<file path="src/rtl/param_frame_loader_if.sv">
// Parameter-frame loader bus: stream input, parameter-bank write port and
// status flags, with debug visibility of the loader FSM state.
// Handshake: a stream byte transfers on a rising edge where data_valid and
// data_ready are both 1; data_ready depends only on loader state, never on
// data_valid, and a byte presented while data_ready is 0 is simply lost.
interface param_frame_loader_if #(
   parameter int DATA_W = 8
);
   logic              start;
   logic [DATA_W-1:0] data_in;
   logic              data_valid;
   logic              data_ready;
   logic              wr_en;
   logic [4:0]        wr_addr;
   logic [DATA_W-1:0] wr_data;
   logic              busy;
   logic              done;
   logic              checksum_err;
   logic [2:0]        dbg_state;

   modport master (
      output start, data_in, data_valid,
      input  data_ready, wr_en, wr_addr, wr_data, busy, done, checksum_err,
             dbg_state
   );

   modport slave (
      input  start, data_in, data_valid,
      output data_ready, wr_en, wr_addr, wr_data, busy, done, checksum_err,
             dbg_state
   );
endinterface

</file>
<file path="src/rtl/param_frame_loader.sv">
// Framed parameter loader: header byte, 24 parameter bytes, checksum byte.
// Parameter bytes become addressed single-byte writes (addr = neuron*6 + idx).
// The frame is good when the 8-bit sum of parameter and checksum bytes is 0.
// Optional macro PARAM_FRAME_LOADER_SHADOW_EN: parameter bytes are held in a
// shadow array and only flushed to the bank after a good checksum.
module param_frame_loader #(
   parameter int                DATA_W            = 8,
   parameter int                NUM_NEURONS       = 4,
   parameter int                PARAMS_PER_NEURON = 6,
   parameter logic [DATA_W-1:0] HEADER_BYTE       = 8'hA5
) (
   input logic                 clk,
   input logic                 reset,
   param_frame_loader_if.slave bus
);

   localparam int         NUM_SLOTS = NUM_NEURONS * PARAMS_PER_NEURON;
   localparam logic [4:0] LAST_SLOT = 5'(NUM_SLOTS - 1);
   localparam logic [4:0] END_SLOT  = 5'(NUM_SLOTS);

   typedef enum logic [2:0] {
      S_IDLE  = 3'd0,
      S_HDR   = 3'd1,
      S_LOAD  = 3'd2,
      S_CHK   = 3'd3,
      S_DONE  = 3'd4,
      S_ERR   = 3'd5,
      S_FLUSH = 3'd6
   } state_t;

   state_t            state;
   state_t            state_nxt;
   logic [4:0]        cnt;
   logic [DATA_W-1:0] sum;
   logic [DATA_W-1:0] chk_sum;
   logic              ready;
   logic              accept;
   logic              arm;
   logic              busy_c;
   logic              wr_en_q;
   logic [4:0]        wr_addr_q;
   logic [DATA_W-1:0] wr_data_q;

`ifdef PARAM_FRAME_LOADER_SHADOW_EN
   logic [DATA_W-1:0] shadow [0:NUM_SLOTS-1];
`endif

   assign ready   = (state == S_HDR) || (state == S_LOAD) || (state == S_CHK);
   assign accept  = bus.data_valid && ready;
   assign chk_sum = sum + bus.data_in;

   // State register.
   always_ff @(posedge clk) begin
      if (reset) begin
         state <= S_IDLE;
      end else begin
         state <= state_nxt;
      end
   end

   // Next-state decode; arm marks a (re)start that clears counter and sum.
   always_comb begin
      state_nxt = state;
      arm       = 1'b0;
      busy_c    = 1'b0;
      case (state)
         S_IDLE, S_DONE, S_ERR: begin
            if (bus.start) begin
               state_nxt = S_HDR;
               arm       = 1'b1;
            end
         end
         S_HDR: begin
            busy_c = 1'b1;
            if (accept && (bus.data_in == HEADER_BYTE)) begin
               state_nxt = S_LOAD;
            end
         end
         S_LOAD: begin
            busy_c = 1'b1;
            if (accept && (cnt == LAST_SLOT)) begin
               state_nxt = S_CHK;
            end
         end
         S_CHK: begin
            busy_c = 1'b1;
            if (accept) begin
               if (chk_sum == '0) begin
`ifdef PARAM_FRAME_LOADER_SHADOW_EN
                  state_nxt = S_FLUSH;
`else
                  state_nxt = S_DONE;
`endif
               end else begin
                  state_nxt = S_ERR;
               end
            end
         end
         S_FLUSH: begin
            busy_c = 1'b1;
            // One extra cycle after the last write so done follows it.
            if (cnt == END_SLOT) begin
               state_nxt = S_DONE;
            end
         end
         default: begin
            state_nxt = S_IDLE;
         end
      endcase
   end

   // Counter, running checksum and registered write port.
   always_ff @(posedge clk) begin
      if (reset) begin
         cnt       <= '0;
         sum       <= '0;
         wr_en_q   <= 1'b0;
         wr_addr_q <= '0;
         wr_data_q <= '0;
      end else begin
         wr_en_q <= 1'b0;
         if (arm) begin
            cnt <= '0;
            sum <= '0;
         end else if ((state == S_LOAD) && accept) begin
            sum <= sum + bus.data_in;
            cnt <= cnt + 5'd1;
`ifndef PARAM_FRAME_LOADER_SHADOW_EN
            wr_en_q   <= 1'b1;
            wr_addr_q <= cnt;
            wr_data_q <= bus.data_in;
`endif
         end
`ifdef PARAM_FRAME_LOADER_SHADOW_EN
         else if ((state == S_CHK) && accept) begin
            cnt <= '0;
         end else if ((state == S_FLUSH) && (cnt != END_SLOT)) begin
            wr_en_q   <= 1'b1;
            wr_addr_q <= cnt;
            wr_data_q <= shadow[cnt];
            cnt       <= cnt + 5'd1;
         end
`endif
      end
   end

`ifdef PARAM_FRAME_LOADER_SHADOW_EN
   // Shadow capture of parameter bytes; contents are don't-care until loaded.
   always_ff @(posedge clk) begin
      if ((state == S_LOAD) && accept) begin
         shadow[cnt] <= bus.data_in;
      end
   end
`endif

   assign bus.data_ready   = ready;
   assign bus.busy         = busy_c;
   assign bus.done         = (state == S_DONE);
   assign bus.checksum_err = (state == S_ERR);
   assign bus.wr_en        = wr_en_q;
   assign bus.wr_addr      = wr_addr_q;
   assign bus.wr_data      = wr_data_q;
   assign bus.dbg_state    = state;

endmodule

</file>
<file path="src/flat_wrapper.sv">
// flat-port wrapper written by rule: the top's interface ports become plain ports
module param_frame_loader_flat 
#(
   parameter int                DATA_W            = 8,
   parameter int                NUM_NEURONS       = 4,
   parameter int                PARAMS_PER_NEURON = 6,
   parameter logic [DATA_W-1:0] HEADER_BYTE       = 8'hA5
)
  (clk, reset, bus_start, bus_data_in, bus_data_valid, bus_data_ready, bus_wr_en, bus_wr_addr, bus_wr_data, bus_busy, bus_done, bus_checksum_err, bus_dbg_state);
  param_frame_loader_if #(.DATA_W(DATA_W)) bus_i ();
  input logic clk;
  input logic reset;
  input wire logic [$bits(bus_i.start)-1:0] bus_start;
  input wire logic [$bits(bus_i.data_in)-1:0] bus_data_in;
  input wire logic [$bits(bus_i.data_valid)-1:0] bus_data_valid;
  output wire logic [$bits(bus_i.data_ready)-1:0] bus_data_ready;
  output wire logic [$bits(bus_i.wr_en)-1:0] bus_wr_en;
  output wire logic [$bits(bus_i.wr_addr)-1:0] bus_wr_addr;
  output wire logic [$bits(bus_i.wr_data)-1:0] bus_wr_data;
  output wire logic [$bits(bus_i.busy)-1:0] bus_busy;
  output wire logic [$bits(bus_i.done)-1:0] bus_done;
  output wire logic [$bits(bus_i.checksum_err)-1:0] bus_checksum_err;
  output wire logic [$bits(bus_i.dbg_state)-1:0] bus_dbg_state;
  assign bus_i.start = bus_start;
  assign bus_i.data_in = bus_data_in;
  assign bus_i.data_valid = bus_data_valid;
  assign bus_data_ready = bus_i.data_ready;
  assign bus_wr_en = bus_i.wr_en;
  assign bus_wr_addr = bus_i.wr_addr;
  assign bus_wr_data = bus_i.wr_data;
  assign bus_busy = bus_i.busy;
  assign bus_done = bus_i.done;
  assign bus_checksum_err = bus_i.checksum_err;
  assign bus_dbg_state = bus_i.dbg_state;
  param_frame_loader #(.DATA_W(DATA_W), .NUM_NEURONS(NUM_NEURONS), .PARAMS_PER_NEURON(PARAMS_PER_NEURON), .HEADER_BYTE(HEADER_BYTE)) u_core (.clk(clk), .reset(reset), .bus(bus_i));
endmodule
</file>
<file path="config.mk">
export PLATFORM = sky130hd
export DESIGN_NAME = param_frame_loader_flat
export DESIGN_NICKNAME = d
export VERILOG_FILES = /design/src/rtl/param_frame_loader_if.sv /design/src/rtl/param_frame_loader.sv /design/src/flat_wrapper.sv
export SDC_FILE = /design/constraint.sdc
export NUM_CORES = 1
export LEC_CHECK = 0
export ABC_AREA = 1
export CAP_MARGIN = 5
export CORE_UTILIZATION = 40
export DETAILED_ROUTE_END_ITERATION = 16
export PLACE_DENSITY = 0.76
export SLEW_MARGIN = 30
export SYNTH_ARGS = -nofsm -noshare
export SYNTH_HDL_FRONTEND = slang
export SYNTH_SLANG_ARGS = --single-unit
</file>
<file path="constraint.sdc">
create_clock -name clk -period 2 [get_ports clk]
set_input_delay 0.3 -clock clk [delete_from_list [all_inputs] [get_ports clk]]
set_output_delay 0.3 -clock clk [all_outputs]
set_load 0.05 [all_outputs]
</file>
==> flow_summary.toml <==
[finish]
drive_gt1_share_pct = 20.9
nets = 317
design_area_sq_um = 2330
n_antenna_cell = 0
syn_to_final_growth_pct = 39.0

[logic_synthesis]
synth.top_cells.by_area = "dfxtp_1 36%, nand2_1 9.0%, inv_1 7.6%"
syn_area_per_cell_sq_um = 6.99
yosys.cell_types.count = 30
synth_edf_count = 0
yosys_warnings = 0
async_flop_share_pct = 0
ys_dominant_reg_cell = "dfxtp_1"
synth_seq_cells = 30
ys_seq_area_share_pct = 35.8
synth_area_sq_um = 1680
yosys.area.top_type = "dfxtp_1"
synth_top_area_share_pct = 35.8
synth_fp_nets = 262
syn_inst = 240

[clock_tree]
cts_max_path_buffers = 2
h-tree-depth = 2
clk_pin_slew_ns = 0.07
clk_root_buffer_cell = "clkbuf_8"
ctsHoldBuffers = 0
clock_latency_ns = 0.28
cts_buffers = 5
cts_tree = "done"
cts_num_sinks = 30

[global_route]
grt_max_degree = 33
grt_first_pass_wirelength_mm = 6.51
grt_antenna_before_repair = 0
gr-total-overflow = 0
grt_pass1_vias = 1530
grt_use_total_pct = 19.4

[pwr]
p_leak_uw = 0.00106
p_clk_share_pct = 21.6
p_seq_share_pct = 31.1
p_sw_uw = 992
p_per_area_nw_per_um2 = 1010
p_sw_share_pct = 42.1
internal_power_uw = 1360
p_comb_share_pct = 47.2
vdd_drop_max_mv = 0.477
total_power_uw = 2360

[outcome]
status = "completed"

[setup_path]
cp_num_buf_inv = 1
startpoint = "u_core.bus.dbg_state[1]"
crit_end = "bus_dbg_state[1]"
crit_chain = "clkdlybuf4s50_1"
cp.arrival_ns = 1.61
path_class = "reg2out"
rrSetupSlack_ns = 0.13
path_depth = 1
startpoint_type = "flip-flop"
cp_max_fo = 7
cp-end-kind = "primary output"
slowest_delay_ns = 0.86
worst_path_max_delay_cell = "clkdlybuf4s50_1"
r2r_cells = 15
r2r_end = "u_core.bus.dbg_state[0]"
path_delay_family = "buffers and inverters"
required_ns = 1.70
reg2reg_from = "u_core.sum[0]"

[min_path]
hold_class = "reg2reg"

[die]
initial_utilization_pct = 41.9
rows = 23
fp.dieW_um = 66.7
ios = 33
design.core.area_sq_um = 4000
die_area_sq_um = 4450
die_h_um = 66.7

[timing]
setup_viol = 0
holdWs_ns = 0.481
timing.final.crit_period_ns = 1.91
hold_viol_final = 0
relSlewSlack_pct = 64.9
worstMarginPinSlew_ns = 0.525
drv_slew = 0
fin_skew_ns = 0.00302
fmax_mhz = 524
period_share_pct = 95.4

[routing]
via_count = 1690
initialDrtViolationCount = 78
detail_route.wl_per_cell_um = 11.7
first_pass_iters = 6
ant_nets = 0
via_per_inst = 4.88
drc = 0
routed_wl_mm = 4.05

[placed_design]
gp_congestion = 0.860
io_buffers = 32
dp_hpwl_mm = 2.92
place_area_sq_um = 2190

[job]
cap_violations = 0
[per-stage QoR]
stage	std cells	setup slack, ns	util, %	setup TNS [ns]
detailed placement	336	-0.340	54.7	-0.659
finish	346	0.0923	58.3	0
floorplan	240	0.0918	-	0
CTS	345	0.00589	57.6	0
global placement	336	-0.297	54.7	-0.543
global route	346	-0.00621	58.3	-0.00621
[state kept, by name (all words and copies together), names as in the netlist]
| signal | cells |
|---|---|
| u_core.bus.dbg_state | 3 |
| u_core.sum | 8 |
| u_core.bus.wr_addr | 5 |
| u_core.bus.wr_en | 1 |
| u_core.bus.wr_data | 8 |
| u_core.cnt | 5 |
[synth_stat cells (2+ instances only)]
| cell | number |
|---|---|
| a21oi_1 | 18 |
| buf_6 | 2 |
| dfxtp_1 | 30 |
| ha_1 | 9 |
| inv_1 | 34 |
| inv_2 | 5 |
| nand2_1 | 40 |
| nand3_1 | 15 |
| nand4_1 | 3 |
| nor2_1 | 34 |
| nor2_2 | 5 |
| nor3_1 | 4 |
| o21ai_0 | 21 |
| o21ai_1 | 2 |
| o21ai_2 | 2 |
| xnor2_1 | 2 |
[final cells by class]
cell class                 count  area (sq um)
fill                         397          1670
multi-input combinational    165           921
sequential                    30           602
timing repair buffer          53           495
inverter                      40           155
clock buffer                   6          82.6
tap                           50          62.6
clock inverter                 2          12.5
[power by group through the flow]
stage	clock, uW	sequential (uW)	combinational [uW]
3_3_place_gp	0	743	1070
6_report	510	733	1110
4_1_cts	515	732	1100
2_1_floorplan	0	934	528
3_5_place_dp	0	744	1090
5_1_grt	546	743	1200
[metal layers]
layer / routed length [um] / GRT usage (%)
met5: 0 / 0
met4: 81 / 7.18
met3: 187 / 4.62
met2: 1920 / 32.6
met1: 1870 / 23.9
[worst min path at each step]
stage	from	end	slack (ns)	cells after the start
2_1_floorplan	reset	u_core.bus.dbg_state[0]	0.36	1
3_3_place_gp	u_core.sum[2]	u_core.sum[2]	0.46	2
3_5_place_dp	u_core.bus.wr_data[0]	u_core.bus.wr_data[0]	0.47	2
4_1_cts	u_core.bus.wr_data[0]	u_core.bus.wr_data[0]	0.49	2
5_1_grt	u_core.sum[2]	u_core.sum[2]	0.51	2
6_report	u_core.bus.wr_data[2]	u_core.bus.wr_data[2]	0.48	2
[logic make-up after synthesis]
logic type / synth area share [%]
and+or+nand+nor: 26.9
DFF: 35.8
AOI/OAI and AO/OA: 16.7
xor gates and xnor gates: 1.04
buffers and inverters: 11.6
adders and majority gates: 7.91
[what timing repair did]
action,in CTS,in global routing
pin swaps,3,4
gates cloned,0,0
endpoints found under the setup margin,2,2
resized for setup,4,6
setup buffers,1,1
[layout by cell type (no fill, tap or decap), types with 2 or more instances in the layout]
| cell | Yosys | final |
|---|---|---|
| inv_1 | 34 | 33 |
| nor2_2 | 5 | 6 |
| nor2_1 | 34 | 33 |
| clkbuf_8 | 0 | 6 |
| clkdlybuf4s50_1 | 0 | 27 |
| nand3_1 | 15 | 14 |
| buf_12 | 0 | 2 |
| a21oi_1 | 18 | 17 |
| dfxtp_1 | 30 | 29 |
| nand2_1 | 40 | 39 |
| buf_4 | 1 | 23 |
| nand4_1 | 3 | 3 |
| o21ai_0 | 21 | 21 |
| inv_2 | 5 | 6 |
| nor3_2 | 0 | 2 |
| o21ai_1 | 2 | 2 |
| ha_1 | 9 | 8 |
| a21oi_2 | 1 | 2 |
| o21ai_2 | 2 | 2 |
| xnor2_1 | 2 | 2 |
| nor3_1 | 4 | 2 |
Power figures use the tool's default switching activity.
